## config.mk

```make
export PLATFORM = sky130hd
export DESIGN_NAME = instr_sequencer_flat
export DESIGN_NICKNAME = d
export VERILOG_FILES = /design/src/rtl/seq_pkg.sv /design/src/rtl/instr_sequencer_if.sv /design/src/rtl/imm_ext.sv /design/src/rtl/instr_sequencer.sv /design/src/flat_wrapper.sv
export SDC_FILE = /design/constraint.sdc
export NUM_CORES = 1
export LEC_CHECK = 0
export BUFFER_PORTS_ARGS = -buffer_cell sky130_fd_sc_hd__buf_2
export CAP_MARGIN = 10
export CORE_MARGIN = 2
export CORE_UTILIZATION = 54
export CTS_CLUSTER_SIZE = 24
export DETAILED_ROUTE_END_ITERATION = 6
export PLACE_DENSITY = 0.82
export SETUP_SLACK_MARGIN = 0.1
export SLEW_MARGIN = 20
export SYNTH_ARGS = -nofsm -noshare
export SYNTH_HDL_FRONTEND = slang
export SYNTH_SLANG_ARGS = --single-unit
```

## constraint.sdc

```tcl
create_clock -name clk -period 4.18 [get_ports clk]
set_clock_uncertainty 0.1 [all_clocks]
set_input_delay 0.418 -clock clk [delete_from_list [all_inputs] [get_ports clk]]
set_output_delay 0.418 -clock clk [all_outputs]
set_load 0.02 [all_outputs]
```

## src/rtl/seq_pkg.sv

```systemverilog
// Shared types and RV32I encodings for the instruction sequencer.
// Covers the FSM states, opcode/funct constants, ALU codes and the subset classifier.
package seq_pkg;

  typedef enum logic [1:0] {
    ST_FETCH  = 2'd0,
    ST_DECODE = 2'd1,
    ST_EXEC   = 2'd2,
    ST_HALT   = 2'd3
  } state_t;

  typedef enum logic [2:0] {
    INS_ILLEGAL = 3'd0,
    INS_ADDI    = 3'd1,
    INS_ADD     = 3'd2,
    INS_SUB     = 3'd3,
    INS_BEQ     = 3'd4,
    INS_BNE     = 3'd5
  } instr_kind_t;

  localparam logic [6:0] OP_IMM = 7'b0010011;
  localparam logic [6:0] OP     = 7'b0110011;
  localparam logic [6:0] BRANCH = 7'b1100011;

  localparam logic [2:0] F3_ADD = 3'b000;
  localparam logic [2:0] F3_BEQ = 3'b000;
  localparam logic [2:0] F3_BNE = 3'b001;
  localparam logic [6:0] F7_ADD = 7'b0000000;
  localparam logic [6:0] F7_SUB = 7'b0100000;

  localparam logic [2:0] ALU_ADD = 3'b000;
  localparam logic [2:0] ALU_SUB = 3'b001;

  // Anything outside addi/add/sub/beq/bne falls through to INS_ILLEGAL.
  function automatic instr_kind_t classify(input logic [6:0] opcode,
                                           input logic [2:0] funct3,
                                           input logic [6:0] funct7);
    instr_kind_t kind;
    kind = INS_ILLEGAL;
    case (opcode)
      OP_IMM: if (funct3 == F3_ADD) kind = INS_ADDI;
      OP: begin
        if (funct3 == F3_ADD && funct7 == F7_ADD) kind = INS_ADD;
        else if (funct3 == F3_ADD && funct7 == F7_SUB) kind = INS_SUB;
      end
      BRANCH: begin
        if (funct3 == F3_BEQ) kind = INS_BEQ;
        else if (funct3 == F3_BNE) kind = INS_BNE;
      end
      default: kind = INS_ILLEGAL;
    endcase
    return kind;
  endfunction

endpackage

```

## src/rtl/instr_sequencer_if.sv

```systemverilog
// Instruction-memory handshake plus the control bundle towards the register-file/ALU datapath.
// The sequencer uses the master view; memory and datapath models use the slave view.
interface instr_sequencer_if #(
  parameter int DATA_WIDTH    = 32,
  parameter int ADDRESS_WIDTH = 5
);
  logic                     imem_req;
  logic [DATA_WIDTH-1:0]    imem_addr;
  logic                     imem_valid;
  logic [DATA_WIDTH-1:0]    imem_instr;
  logic [ADDRESS_WIDTH-1:0] rs1;
  logic [ADDRESS_WIDTH-1:0] rs2;
  logic [ADDRESS_WIDTH-1:0] rd;
  logic                     RegWrite;
  logic                     ALUsrc;
  logic [2:0]               ALUctrl;
  logic [DATA_WIDTH-1:0]    ImmOp;
  logic                     eq;

  modport master (
    output imem_req, imem_addr, rs1, rs2, rd, RegWrite, ALUsrc, ALUctrl, ImmOp,
    input  imem_valid, imem_instr, eq
  );

  modport slave (
    input  imem_req, imem_addr, rs1, rs2, rd, RegWrite, ALUsrc, ALUctrl, ImmOp,
    output imem_valid, imem_instr, eq
  );
endinterface

```

## src/rtl/imm_ext.sv

```systemverilog
// Sign-extends the I-type or B-type immediate of an RV32I word.
// Takes only the fields it needs: instr[31:20] and instr[11:7].
module imm_ext #(
  parameter int DATA_WIDTH = 32
) (
  input  logic [11:0]           i_field,
  input  logic [4:0]            rd_field,
  input  logic                  is_branch,
  output logic [DATA_WIDTH-1:0] imm
);
  logic [12:0] b_imm;

  assign b_imm = {i_field[11], rd_field[0], i_field[10:5], rd_field[4:1], 1'b0};

  always_comb begin
    if (is_branch) imm = {{(DATA_WIDTH-13){b_imm[12]}}, b_imm};
    else           imm = {{(DATA_WIDTH-12){i_field[11]}}, i_field};
  end
endmodule

```

## src/rtl/instr_sequencer.sv

```systemverilog
// Multi-cycle FETCH/DECODE/EXEC sequencer for addi/add/sub/beq/bne.
// Define ILLEGAL_HALT_EN to stop in HALT on an illegal word; otherwise illegal words execute as NOPs.
module instr_sequencer
  import seq_pkg::*;
#(
  parameter int                    DATA_WIDTH    = 32,
  parameter int                    ADDRESS_WIDTH = 5,
  parameter logic [DATA_WIDTH-1:0] RESET_PC      = '0
) (
  input  logic                  clk,
  input  logic                  rst_n,
  instr_sequencer_if.master     bus,
  output logic [DATA_WIDTH-1:0] pc,
  output logic                  halt
);
  state_t                state_q, state_d;
  logic [DATA_WIDTH-1:0] pc_q, pc_d;
  logic [31:0]           instr_q, instr_d;
  instr_kind_t           kind;
  logic [DATA_WIDTH-1:0] imm;
  logic                  req;
  logic                  reg_write;
  logic                  alu_src;
  logic [2:0]            alu_ctrl;
  logic                  taken;

  // Register fields and immediate are decoded straight from the latched word,
  // so they change only when a new word is latched and hold until the next one.
  assign kind = classify(instr_q[6:0], instr_q[14:12], instr_q[31:25]);

  imm_ext #(.DATA_WIDTH(DATA_WIDTH)) u_imm_ext (
    .i_field  (instr_q[31:20]),
    .rd_field (instr_q[11:7]),
    .is_branch(instr_q[6:0] == BRANCH),
    .imm      (imm)
  );

  always_comb begin
    state_d   = state_q;
    pc_d      = pc_q;
    instr_d   = instr_q;
    req       = 1'b0;
    reg_write = 1'b0;
    alu_src   = 1'b0;
    alu_ctrl  = ALU_ADD;
    taken     = 1'b0;
    case (state_q)
      ST_FETCH: begin
        req = 1'b1;
        if (bus.imem_valid) begin
          instr_d = bus.imem_instr[31:0];
          state_d = ST_DECODE;
        end
      end
      ST_DECODE: begin
        state_d = ST_EXEC;
`ifdef ILLEGAL_HALT_EN
        if (kind == INS_ILLEGAL) state_d = ST_HALT;
`endif
      end
      ST_EXEC: begin
        state_d = ST_FETCH;
        case (kind)
          INS_ADDI: begin alu_src = 1'b1; reg_write = 1'b1; end
          INS_ADD:  reg_write = 1'b1;
          INS_SUB:  begin alu_ctrl = ALU_SUB; reg_write = 1'b1; end
          INS_BEQ:  begin alu_ctrl = ALU_SUB; taken = bus.eq; end
          INS_BNE:  begin alu_ctrl = ALU_SUB; taken = !bus.eq; end
          default:  ;
        endcase
        if (instr_q[11:7] == 5'd0) reg_write = 1'b0;
        pc_d = taken ? (pc_q + imm) : (pc_q + DATA_WIDTH'(4));
      end
      ST_HALT: state_d = ST_HALT;
      default: state_d = ST_FETCH;
    endcase
  end

  always_ff @(posedge clk) begin
    if (!rst_n) begin
      state_q <= ST_FETCH;
      pc_q    <= RESET_PC;
      instr_q <= '0;
    end else begin
      state_q <= state_d;
      pc_q    <= pc_d;
      instr_q <= instr_d;
    end
  end

  // The request is masked by reset so a held reset never looks like a fetch.
  assign bus.imem_req  = req & rst_n;
  assign bus.imem_addr = pc_q;
  assign bus.rs1       = ADDRESS_WIDTH'(instr_q[19:15]);
  assign bus.rs2       = ADDRESS_WIDTH'(instr_q[24:20]);
  assign bus.rd        = ADDRESS_WIDTH'(instr_q[11:7]);
  assign bus.ImmOp     = imm;
  assign bus.RegWrite  = reg_write;
  assign bus.ALUsrc    = alu_src;
  assign bus.ALUctrl   = alu_ctrl;
  assign pc            = pc_q;

`ifdef ILLEGAL_HALT_EN
  assign halt = (state_q == ST_HALT);
`else
  assign halt = 1'b0;
`endif
endmodule

```

## src/flat_wrapper.sv

```systemverilog
// flat-port wrapper written by rule: the top's interface ports become plain ports
module instr_sequencer_flat import seq_pkg::*;
#(
  parameter int                    DATA_WIDTH    = 32,
  parameter int                    ADDRESS_WIDTH = 5,
  parameter logic [DATA_WIDTH-1:0] RESET_PC      = '0
)
  (clk, rst_n, pc, halt, bus_imem_req, bus_imem_addr, bus_rs1, bus_rs2, bus_rd, bus_RegWrite, bus_ALUsrc, bus_ALUctrl, bus_ImmOp, bus_imem_valid, bus_imem_instr, bus_eq);
  instr_sequencer_if #(.DATA_WIDTH(DATA_WIDTH), .ADDRESS_WIDTH(ADDRESS_WIDTH)) bus_i ();
  input  logic clk;
  input  logic rst_n;
  output logic [DATA_WIDTH-1:0] pc;
  output logic halt;
  output wire logic [$bits(bus_i.imem_req)-1:0] bus_imem_req;
  output wire logic [$bits(bus_i.imem_addr)-1:0] bus_imem_addr;
  output wire logic [$bits(bus_i.rs1)-1:0] bus_rs1;
  output wire logic [$bits(bus_i.rs2)-1:0] bus_rs2;
  output wire logic [$bits(bus_i.rd)-1:0] bus_rd;
  output wire logic [$bits(bus_i.RegWrite)-1:0] bus_RegWrite;
  output wire logic [$bits(bus_i.ALUsrc)-1:0] bus_ALUsrc;
  output wire logic [$bits(bus_i.ALUctrl)-1:0] bus_ALUctrl;
  output wire logic [$bits(bus_i.ImmOp)-1:0] bus_ImmOp;
  input wire logic [$bits(bus_i.imem_valid)-1:0] bus_imem_valid;
  input wire logic [$bits(bus_i.imem_instr)-1:0] bus_imem_instr;
  input wire logic [$bits(bus_i.eq)-1:0] bus_eq;
  assign bus_imem_req = bus_i.imem_req;
  assign bus_imem_addr = bus_i.imem_addr;
  assign bus_rs1 = bus_i.rs1;
  assign bus_rs2 = bus_i.rs2;
  assign bus_rd = bus_i.rd;
  assign bus_RegWrite = bus_i.RegWrite;
  assign bus_ALUsrc = bus_i.ALUsrc;
  assign bus_ALUctrl = bus_i.ALUctrl;
  assign bus_ImmOp = bus_i.ImmOp;
  assign bus_i.imem_valid = bus_imem_valid;
  assign bus_i.imem_instr = bus_imem_instr;
  assign bus_i.eq = bus_eq;
  instr_sequencer #(.DATA_WIDTH(DATA_WIDTH), .ADDRESS_WIDTH(ADDRESS_WIDTH), .RESET_PC(RESET_PC)) u_core (.clk(clk), .rst_n(rst_n), .bus(bus_i), .pc(pc), .halt(halt));
endmodule
```

==> results.yml <==
clock_network:
  htree_levels: 3
  cts_sinks: 66
  path_clk_slew_ns: 0.08
  clockBufferDepth: 2
  cts_tree: "built"
  cts_root_buffer: "clkbuf_8"
  cts_buffers: 9
  insertion_delay_ns: 0.36
  holdBufCountCts: 0
die:
  coreArea_um2: 9860
  die_height_um: 105
  start_util: 0.560
  ios: 154
  fp.dieW_um: 105
  num_rows: 36
  die_area_um2: 11100
logic_synthesis:
  synth_edf_count: 0
  ys.warnings.count: 0
  synth_top_area_share: 0.239
  seq_area_frac_synth: 0.239
  synthCells: 751
  ys_types: 68
  synth_area_leaders: "dfxtp_1, buf_4, a21oi_1"
  ys.flop_type: "dfxtp_1"
  async_reset_ff_frac: 0
  yosysTopAreaCell: "dfxtp_1"
  ys_ff_latch: 66
  netlist_area_um2: 5520
  syn_avg_cell_area_um2: 7.35
pwr:
  clockPowerShare: 0.379
  p_switching_uw: 545
  p_int_uw: 1120
  power_density_nw_per_um2: 276
  switching_share: 0.328
  p_leak_uw: 0.00279
  vdd_drop_max_uv: 209
  pwr-share-seq: 0.417
  power_frac_comb: 0.204
drt:
  finalWirelength_mm: 14.7
  postRouteAntennaNets: 0
  routedWlPerCell_um: 15.5
  initialDrtViolationCount: 303
  routed_via_density: 5.79
  num_vias: 5500
  firstDrtPassIters: 5
  drc_errors: 0
layout:
  n_fill_cell: 939
  stdcell_area_um2: 6020
  final_common_cell: "buf_2"
  antenna_cells: 0
  stdcell_count: 950
  layout-drive-gt1-share: 0.240
  syn2layout_area_growth_pct: 9.09
  final_cell_mix: "buf_2, nand2_1, a21oi_1"
  final-seq-area_um2: 1320
  nets: 887
  multi_input_area_um2: 3440
placed_design:
  placed_cells: 933
  place_hpwl_mm: 10.7
  gp_congestion: 0.939
  placed_cell_area_um2: 5780
  portBuffers: 150
setup_path:
  slowest_delay_ns: 0.42
  timing.rr.start: "u_core.instr_q[6]"
  r2r_end: "u_core.bus.imem_addr[28]"
  crit_family: "compound AO/OA/AOI/OAI gates"
  cp.buffers_inverters: 0
  crit_path_start: "u_core.instr_q[6]"
  arrival_ns: 3.81
  ff2ff_setup_slack_ns: 0.54
  end_kind: "flop"
  crit_slowest_cell: "fa_1"
  worstRegToRegCells: 13
  crit_path_start_kind: "flop"
  crit_chain: "and3b_1 > nand2_2 > and2_1 > ha_1 > fa_1 > a21oi_1 > o22ai_1 > o311ai_4 > o22ai_1 > a21oi_1 > o21ai_0 > and3_1 > o31ai_1"
  worstSetupPathType: "flop to flop"
  crit_fanout: 7
  worstPathRequired_ns: 4.35
timing:
  setup_viol: 0
  finalCritPeriodShare: 0.870
  finalSetupTns_ns: 0
  rsz0062_at_grt: "false"
  period_needed_ns: 3.64
  max_freq_ghz: 0.275
  finalHoldViolCount: 0
  relSlewSlack: 0.293
  slew_viol_final: 0
  tightest_slew_ns: 1.06
global_route:
  grt.total_usage: 0.262
  grt_pass1_vias: 4918
  grt_pass1_wl_mm: 23.9
  grt_max_degree: 54
  antenna_found_initial: 0
  grt_overflow: 0
min_path:
  min_path_cells: 3
  hp-class: "input pin to flop"
  hold_path.startpoint: "bus_imem_instr[15]"
  whs_endpoint: "u_core.instr_q[15]"
outcome:
  run_status: "finished, final reports clean"
run:
  drv_cap: 0
==> power groups by stage <==
| stage | combinational, uW | clock [uW] | sequential [uW] |
|---|---|---|---|
| CTS | 333 | 638 | 693 |
| detailed placement | 331 | 0 | 707 |
| global route | 372 | 666 | 698 |
| finish | 338 | 629 | 693 |
| global placement | 327 | 0 | 707 |
| floorplan | 277 | 0 | 704 |
==> final cells by class <==
class,count,share of cell area
flip-flops and latches,66,0.219
multi-input cells,561,0.571
inverters,17,0.0106
well taps,133,0.0276
repair buffers,157,0.135
clock inverters,7,0.0166
clock buffers,9,0.0206
==> kinds of logic after synthesis <==
| logic type | synth area share |
|---|---|
| flops | 0.239 |
| other cells | 0.000679 |
| fa+ha+maj | 0.0897 |
| mux | 0.0199 |
| compound gates | 0.243 |
| xor+xnor | 0.0397 |
| simple gates | 0.228 |
| buf+inv | 0.140 |
==> stage by stage <==
stage,hold WS (ns),util,setup WS [ns],power (uW)
6_report,0.190,0.611,0.543,1660
5_1_grt,0.188,0.611,0.168,1740
4_1_cts,0.175,0.609,0.465,1660
3_5_place_dp,0.343,0.586,0.482,1040
3_3_place_gp,0.341,0.586,0.621,1030
2_1_floorplan,0.336,-,0.693,981
==> worst min-delay path, stage by stage <==
cell     delay [ns]
buf_2          0.09
nand2_1        0.04
a21oi_1        0.05
==> metal layers <==
layer  share of wire  global-route usage  vias to the layer above
met2            0.47               0.442                      228
met5               0                   0                        -
li1                -                   -                     2709
met4          0.0096              0.0619                        0
met1            0.44               0.340                     2555
met3           0.077              0.0574                        8
==> worst max path at each step <==
| stage | to | slack, ns | depth (start not counted) |
|---|---|---|---|
| after floorplan | u_core.bus.imem_addr[30] | 0.69 | 11 |
| after global placement | u_core.bus.imem_addr[28] | 0.62 | 14 |
| after detailed placement | u_core.bus.imem_addr[28] | 0.48 | 14 |
| after CTS | u_core.bus.imem_addr[28] | 0.46 | 13 |
| after global routing | u_core.bus.imem_addr[24] | 0.17 | 14 |
| final | u_core.bus.imem_addr[28] | 0.54 | 13 |
==> synth_stat cells (all sizes together), types with 5 or more instances <==
cell and instances:
nand2 133, a21oi 104, buf 87, dfxtp 66
o21ai 47, nor2 41, ha 38, clkbuf 22
nand3 20, xnor2 18, inv 17, nand4 15
a211oi 12, a21o 12, nor3 12, and3 8
and2 7, xor2 7, nand2b 6, mux2 5
mux2i 5, o211ai 5
==> sequential cells by signal, summed over array words and instances, names as in the netlist <==
register,cells
u_core.bus.imem_addr,32
u_core.instr_q,32
u_core.state_q,2
==> timing repair <==
item | CTS | global route
resized for setup | 0 | 1
setup buffers | 0 | 0
endpoints found under the hold margin | 0 | 0
setup endpoints to repair | 0 | 1
Note: power is estimated with default switching activity, not from simulation.
